$ cat src/rtl/event_player.sv
// event_player: replays queued timed events as one-cycle value strobes on two streams
module event_player #(
  parameter int DEPTH = 8,
  parameter int DW = 64
) (
  input  logic          clk,
  input  logic          rst,
  input  logic          en,
  input  logic          start,
  input  logic          abort,
  input  logic          ev_valid,
  output logic          ev_ready,
  input  logic [31:0]   ev_delay,
  input  logic [1:0]    ev_mask,
  input  logic [DW-1:0] ev_data0,
  input  logic [DW-1:0] ev_data1,
  output logic [DW-1:0] input_0,
  output logic          new_input_0,
  output logic [DW-1:0] input_1,
  output logic          new_input_1,
  output logic          busy,
  output logic          done,
  output logic [15:0]   ev_count
);
  localparam int AW = $clog2(DEPTH);
  typedef enum logic [1:0] {IDLE, WAIT, DONE} state_t;
  state_t state, state_n;
  logic [31:0] mem_delay [DEPTH];
  logic [1:0] mem_mask [DEPTH];
  logic [DW-1:0] mem_d0 [DEPTH];
  logic [DW-1:0] mem_d1 [DEPTH];
  logic [AW-1:0] wr_ptr, rd_ptr;
  logic [AW:0] occ;
  logic [31:0] cnt, cur_delay;
  logic [1:0] cur_mask;
  logic [DW-1:0] cur_d0, cur_d1;
  logic full, empty, push, pop, fire, inc;
  assign full = occ == (AW+1)'(DEPTH);
  assign empty = occ == '0;
  assign ev_ready = !full;
  assign push = ev_valid && !full;
  assign busy = state == WAIT;
  assign done = state == DONE;
  always_comb begin
    state_n = state;
    pop = 1'b0;
    fire = 1'b0;
    inc = 1'b0;
    if (en) begin
      if (abort && state != IDLE) state_n = IDLE;
      else if (state == WAIT) begin
        fire = cnt == cur_delay;
        inc = !fire;
        pop = fire && !empty;
        state_n = fire && empty ? DONE : WAIT;
      end else if (start) begin
        pop = !empty;
        state_n = empty ? DONE : WAIT;
      end
    end
  end
  always_ff @(posedge clk) begin
    if (push) begin
      mem_delay[wr_ptr] <= ev_delay;
      mem_mask[wr_ptr] <= ev_mask;
      mem_d0[wr_ptr] <= ev_data0;
      mem_d1[wr_ptr] <= ev_data1;
    end
  end
  always_ff @(posedge clk) begin
    if (rst) begin
      state <= IDLE;
      wr_ptr <= '0;
      rd_ptr <= '0;
      occ <= '0;
      cnt <= '0;
      ev_count <= '0;
      cur_delay <= '0;
      cur_mask <= '0;
      cur_d0 <= '0;
      cur_d1 <= '0;
      new_input_0 <= 1'b0;
      new_input_1 <= 1'b0;
      input_0 <= '0;
      input_1 <= '0;
    end else begin
      state <= state_n;
      wr_ptr <= push ? wr_ptr + AW'(1) : wr_ptr;
      rd_ptr <= pop ? rd_ptr + AW'(1) : rd_ptr;
      occ <= occ + (AW+1)'(push) - (AW+1)'(pop);
      cnt <= pop ? '0 : inc ? cnt + 32'd1 : cnt;
      if (pop) begin
        cur_delay <= mem_delay[rd_ptr];
        cur_mask <= mem_mask[rd_ptr];
        cur_d0 <= mem_d0[rd_ptr];
        cur_d1 <= mem_d1[rd_ptr];
      end
      new_input_0 <= fire && cur_mask[0];
      new_input_1 <= fire && cur_mask[1];
      input_0 <= fire && cur_mask[0] ? cur_d0 : '0;
      input_1 <= fire && cur_mask[1] ? cur_d1 : '0;
      ev_count <= ev_count + 16'(fire);
    end
  end
endmodule

$ cat config.mk
export PLATFORM = sky130hd
export DESIGN_NAME = event_player
export DESIGN_NICKNAME = d
export VERILOG_FILES = /design/src/rtl/event_player.sv
export SDC_FILE = /design/constraint.sdc
export NUM_CORES = 2
export LEC_CHECK = 0
export BUFFER_PORTS_ARGS = -buffer_cell sky130_fd_sc_hd__buf_2
export CAP_MARGIN = 0
export CORE_MARGIN = 5
export CORE_UTILIZATION = 33
export DETAILED_ROUTE_END_ITERATION = 7
export SLEW_MARGIN = 5
export SYNTH_ARGS = -nofsm -noshare
export SYNTH_HDL_FRONTEND = slang
export SYNTH_SLANG_ARGS = --single-unit
$ cat constraint.sdc
create_clock -name clk -period 15.5 [get_ports clk]
set_clock_uncertainty 0.05 [all_clocks]
set_input_delay 0.775 -clock clk [delete_from_list [all_inputs] [get_ports clk]]
set_output_delay 0.775 -clock clk [all_outputs]
set_load 0.02 [all_outputs]
* Word-level counts from Yosys, hierarchy flattened
Memories as Yosys holds them, arrays and structs flattened. A register that Yosys moved wholly into a read port is not among the register bits.
Index checks and enable logic that the tools add are counted.
** Cells by class
- $add $sub $neg :: 6
- Equality and inequality tests :: 4
- Multiplexer cells :: 17
- Bitwise operators :: 2
- Reductions and logical operators :: 16
** Operator list (count)
- adder 32 x 1 -> 32 bit (second input constant) :: 1
- equality test 32 bit :: 1
- adder 16 x 1 -> 16 bit :: 1
- two-way mux 1 bit :: 12
- two-way mux 2 bit :: 5
- adder 3 x 1 -> 3 bit (second input constant) :: 2
- logical AND 1 bit :: 6
- OR reduction 2 bit :: 3
- adder 4 x 1 -> 4 bit :: 1
- equality test 4 bit (second input constant) :: 1
- logical NOT 4 bit :: 1
- subtractor 4 x 1 -> 4 bit :: 1
- logical NOT 1 bit :: 3
- nonzero test 3 bit :: 1
- equality test 2 x 1 -> 1 bit (second input constant) :: 1
- equality test 2 bit (second input constant) :: 1
- inverter 1 bit :: 2
- AND reduction 2 bit :: 1
- nonzero test 2 bit :: 1
** Word-level totals
- Register bits :: 190
- RAM bits :: 1296
- Input bits :: 168
- Output and inout bits :: 149
- Logic and storage cells :: 59
- Memories :: 4
** Memory list
- mem_d0 :: words 8, width 64, read ports 1, clocked after memory_dff 1, wr ports 1, line 30 : logic [DW-1:0] mem_d0 [DEPTH];
- mem_d1 :: words 8, width 64, read ports 1, clocked after memory_dff 1, wr ports 1, line 31 : logic [DW-1:0] mem_d1 [DEPTH];
- mem_delay :: words 8, width 32, read ports 1, clocked after memory_dff 1, wr ports 1, line 28 : logic [31:0] mem_delay [DEPTH];
- mem_mask :: words 8, width 2, read ports 1, clocked after memory_dff 1, wr ports 1, line 29 : logic [1:0] mem_mask [DEPTH];

* Longest topological paths before layout
- Depth in word-level cells :: 7
- Mapped depth :: 15

* Worst setup path before layout
No wires, ideal clock.
- Path kind :: register to register
- Start point :: register occ[2]
- End point :: memory mem_d0[0][0], enable pin
- Library setup time :: 882 ps
- Arrival :: 12145 ps
- Path slack :: 2422 ps
- Cell stages (with the launch flop) :: 7
- Path buffers :: 0
- Cells stage by stage :: dfxtp_1 > inv_1 > ha_1 > nand2_1 > nand2_1 > or2_2 > nor3_1
** Between the ends
- Longest elaborated chain between the ends :: 5
** Ends and longest elaborated chain
- from (decl) :: line 33 : logic [AW:0] occ;
- from (signal assigned) :: line 90 : occ <= occ + (AW+1)'(push) - (AW+1)'(pop);
- equality test 4 bit :: line 38 : assign full = occ == (AW+1)'(DEPTH);
- logical NOT 1 bit
- via ev_ready :: line 12 : output logic ev_ready,
- logical AND 1 bit :: line 41 : assign push = ev_valid && !full;
- two-way mux 1 bit :: line 63 : if (push) begin
- two-way mux 1 bit (not written as such) :: line 66 : mem_d0[wr_ptr] <= ev_data0;
- to (decl) :: line 30
The timed path passes the listed nets, and every way through them passes these cells.

* Worst setup path after layout
- Start point :: register cnt[12]
- End point :: register cur_d1[62] (read register of mem_d1)
** Between the ends
- Longest elaborated chain between the ends :: 5
** Ends and longest elaborated chain
- from (decl) :: line 34 : logic [31:0] cnt, cur_delay;
- from (signal assigned) :: line 91 : cnt <= pop ? '0 : inc ? cnt + 32'd1 : cnt;
- equality test 32 bit :: line 52 : fire = cnt == cur_delay;
- logical AND 1 bit :: line 54 : pop = fire && !empty;
- two-way mux 1 bit :: line 51 : else if (state == WAIT) begin
- two-way mux 1 bit :: line 50 : if (abort && state != IDLE) state_n = IDLE;
- two-way mux 1 bit :: line 49 : if (en) begin
- to (decl) :: line 36 : logic [DW-1:0] cur_d0, cur_d1;
Every way passes these cells.
A chain may end at the register's enable or synchronous reset.

==> impl_summary.log <==
INFO  metric drtAntennaViolNets = 0
INFO  metric via_per_inst = 5.06
INFO  metric cts_made_buffers = around 170
INFO  metric synth_fa_ha_area_share = 0.260%
INFO  metric critPathTopFamily = buffers and inverters
INFO  metric synthDominantAreaCellType = sky130_fd_sc_hd__edfxtp_1
INFO  metric filler_cell_count = 16,700
INFO  metric port_buffers = 316
INFO  metric finalHoldViolCount = 0
INFO  metric layout_worst_path_cycle_share = 27.9%
INFO  metric max_cap_violations = 0
INFO  metric async_flop_share = 0%
INFO  metric power.density_cell_area = approximately 150 nW/µm²
INFO  metric timing.critical_path.slowest_cell_delay = approximately 0.85 ns
INFO  metric compound_gate_portion_of_the_synthesized_area = between 4 and 5%
INFO  metric syn-mean-instance-area = 18.4 µm²
INFO  metric post_synthesis_sequential_area_ratio = between 70% and 80%
INFO  metric synthesis.instances = 3,294
INFO  metric timing.critical_path.from_type = register
INFO  metric cts.clk_slew.worst_paths = approximately 0.07 ns
INFO  metric flow.area_growth_from_synthesis = 17.0%
INFO  metric timing_worst_slew_pin_value = 1.24 ns
INFO  metric clk-insertion-delay-late = 0.81 ns
INFO  metric route.vias.total = 31,700
INFO  metric postSynthRegisterBits = 1,648
INFO  metric clock_sinks = 1,648
INFO  metric initial_utilization = 33.1%
INFO  metric yosys-top-cells-count = sky130_fd_sc_hd__edfxtp_1 (1,296), sky130_fd_sc_hd__dfxtp_1 (352), sky130_fd_sc_hd__nand2_1 (351)
INFO  metric criticalPathCategory = reg -> reg
INFO  metric grt_most_used_layer = met2
INFO  metric worst_path_most_repeated_cell = sky130_fd_sc_hd__buf_4
INFO  metric cts_setup_buffers = 0
INFO  metric die_y = 438 µm
INFO  metric achievable-frequency = 0.231 GHz
INFO  metric leakagePower = about 23 nW
INFO  metric synth_top_area_share = 64.2%
INFO  metric synth-edff-count = 1,296
INFO  metric slew_headroom = between 10% and 20%
INFO  metric cts-hold-fix-buffers = 0
INFO  metric rd_place_congestion = ~0.79
INFO  metric whs = approximately 0.18 ns
INFO  metric grt_total_ovfl = 0
INFO  metric remaining_drc_errors = 0
INFO  metric clock_tree.buffer_depth = 3
INFO  metric drtPass1Iterations = 5
INFO  metric clock_tree.root_cell = sky130_fd_sc_hd__clkbuf_16
INFO  metric critical_path.n_buffers_inverters = 2
INFO  metric gr_util_met1 = 20.1%
INFO  metric worstPathCellList = xnor2_1, nand4_1, or4_1, o31ai_4, buf_4, buf_4, a21oi_1, a311oi_1
INFO  metric std_cell_rows = 157
INFO  metric run_status = finished, final reports clean
INFO  metric design.die.area = 192,000 µm²
INFO  metric post_synth_mux_area_share = 12.0%
INFO  metric vdd.ir_drop.worst = 0.124 mV
INFO  metric syn_nets = 3,474
INFO  metric floorplan.io_pins = 317
INFO  metric layout.nets = 3,815
INFO  metric grt_setup_unrepaired = false
INFO  metric met3_usage = 3.42%
INFO  metric end_kind = register
INFO  metric final_cell_count_no_fill = roughly 6,300
INFO  metric area_share_of_and_or_nand_nor_cells_after_synthesis = 4.83%
INFO  metric critical_path_maximum_fanout = 58
INFO  metric worstPathArrival = 4.97 ns
INFO  metric avgRoutedWirePerCell = about 24 µm
INFO  metric synth-main-ff-cell = sky130_fd_sc_hd__edfxtp_1
INFO  metric detail_route.wirelength = 153 mm
INFO  metric final_max_slew_viol_count = 0
INFO  metric slowest_cell_on_the_critical_path = sky130_fd_sc_hd__buf_4
INFO  metric worst-endpoint-required = 16.15 ns
INFO  metric drive_above_1_share = 26.0%
INFO  metric maximum_number_of_pins_on_one_net_before_global_route_repair = 131
INFO  metric grt.total_usage = 15.7%
INFO  metric first_pass_grt_wire_length = between 200 and 250 mm
INFO  metric yosys.area_share.xor_xnor = 0.954%
INFO  metric ctsHtreeMaxLevel = 4
INFO  metric dominant_combinational_cell_family_by_area_after_synthesis = multiplexers
INFO  metric numPlacedInstances = 5,923
INFO  metric multi_input_area = 13,700 µm²
INFO  metric synthesis.yosys.warnings = 0
INFO  metric layout.area.seq = approximately 46,000 µm²
INFO  metric cell_area_after_synthesis = 60,600 µm²
INFO  metric grt_antenna_before_repair = 63
INFO  metric grt_pass1_vias = roughly 32,000
INFO  metric yosys-top-cells-area = sky130_fd_sc_hd__edfxtp_1 (64%), sky130_fd_sc_hd__mux4_2 (12%), sky130_fd_sc_hd__dfxtp_1 (12%), sky130_fd_sc_hd__a311oi_1 (2.3%), sky130_fd_sc_hd__nand2_1 (2.2%)
INFO  metric finish.utilization = 38.8%
INFO  metric shortest_clock_period_the_worst_path_allows_after_layout = 4.33 ns
INFO  metric core_area = 183,000 µm²
INFO  metric setup-violations-final = 0
INFO  metric final.setup.tns = 0 ns
INFO  metric global_route.usage.met2 = 26.4%
INFO  metric post_cts_resize_count = 0
INFO  metric synthDistinctLibCells = between 40 and 50
INFO  metric detailedRoute.firstIterationViolations = approximately 2,200
INFO  metric hp-class = in -> reg
INFO  metric die_width = 438 µm
INFO  metric library_cell_with_the_highest_instance_count_after_synthesis = sky130_fd_sc_hd__edfxtp_1
INFO  metric cts_tree = yes
INFO  metric hpwl = about 83 mm
## final cells by class
cell class,instances,share of cell area (%)
sequential,1648,64.8
multi-input combinational,1422,19.4
timing repair buffer,377,2.94
tap,2464,4.35
clock inverter,85,1.36
inverter,12,0.0706
clock buffer,245,6.99
antenna,22,0.0776
## cell families after synthesis
| kind of cell | Yosys count |
|---|---|
| xor gates and xnor gates | 66 |
| DFF | 1648 |
| adders and majority gates | 12 |
| muxes | 324 |
| AOI/OAI and AO/OA | 394 |
| buffers and inverters | 224 |
| and+or+nand+nor | 626 |
## worst paths after layout
check                       endpoint  slack [ns]                     from  depth (start not counted)
max          cur_d1[62]$_SDFFE_PP0P_       11.17     cnt[12]$_SDFFE_PP0P_                          8
min reg2reg   input_1[14]$_SDFF_PP0_        0.39  cur_d1[14]$_SDFFE_PP0P_                          1
max reg2reg  cur_d1[62]$_SDFFE_PP0P_       11.17     cnt[12]$_SDFFE_PP0P_                          8
min          mem_d0[4][43]$_DFFE_PP_        0.18             ev_data0[43]                          1
## placed cells by master, fill, tap and decap left out, types with 5 or more instances in the layout
cell and instances:
sky130_fd_sc_hd__buf_2 315, sky130_fd_sc_hd__nand2_1 350, sky130_fd_sc_hd__inv_16 5, sky130_fd_sc_hd__inv_1 11
sky130_fd_sc_hd__nor2_1 48, sky130_fd_sc_hd__xor2_1 25, sky130_fd_sc_hd__clkbuf_8 22, sky130_fd_sc_hd__nor2_4 6
sky130_fd_sc_hd__clkinv_4 6, sky130_fd_sc_hd__a311oi_1 162, sky130_fd_sc_hd__dfxtp_1 349, sky130_fd_sc_hd__ha_1 11
sky130_fd_sc_hd__nor2b_1 5, sky130_fd_sc_hd__mux4_2 324, sky130_fd_sc_hd__or3_1 9, sky130_fd_sc_hd__xnor2_1 41
sky130_fd_sc_hd__clkinv_1 22, sky130_fd_sc_hd__nand3_1 24, sky130_fd_sc_hd__buf_4 58, sky130_fd_sc_hd__diode_2 22
sky130_fd_sc_hd__edfxtp_1 1296, sky130_fd_sc_hd__nor3_1 5, sky130_fd_sc_hd__inv_6 6, sky130_fd_sc_hd__o211ai_1 9
sky130_fd_sc_hd__or4_1 6, sky130_fd_sc_hd__o21ai_0 13, sky130_fd_sc_hd__clkbuf_1 44, sky130_fd_sc_hd__clkinv_2 25
sky130_fd_sc_hd__a21oi_1 184, sky130_fd_sc_hd__nand2b_1 5, sky130_fd_sc_hd__bufinv_16 13, sky130_fd_sc_hd__a211o_1 5
sky130_fd_sc_hd__and2_1 129, sky130_fd_sc_hd__clkbuf_16 180, sky130_fd_sc_hd__nand4_1 17
## power breakdown
part / switching (mW) / internal, mW / total [mW]
Combinational: 0.855 / 0.543 / 1.40
Sequential: 0.124 / 5.06 / 5.18
Clock: 1.75 / 2.47 / 4.23
## flip-flops by register name, indices dropped and copies added, names as in the netlist
register	flops
cur_d0	64
occ	4
new_input_0	1
cur_d1	64
ev_count	16
mem_d0	512
cur_mask	2
cur_delay	32
state	2
new_input_1	1
cnt	32
mem_delay	256
mem_d1	512
input_1	64
rd_ptr	3
mem_mask	16
wr_ptr	3
input_0	64
## per-layer routing
metal | part of all wire [%] | routed length [µm] | up-vias
met5 | 0.16 | 245 | -
met2 | 50 | 76800 | 875
met3 | 5.5 | 8420 | 286
met1 | 42 | 63500 | 16700
li1 | - | - | 13800
met4 | 2.6 | 4030 | 34
## through the flow
stage	instance area (µm²)	power, mW	setup WS (ns)
after floorplan	60600	6.27	2.42
after global placement	64900	6.68	11.14
after detailed placement	64900	6.70	11.15
after CTS	70900	10.9	11.17
after global routing	70900	11.2	10.96
final	70900	10.8	11.17
(Power assumes the default switching activity.)
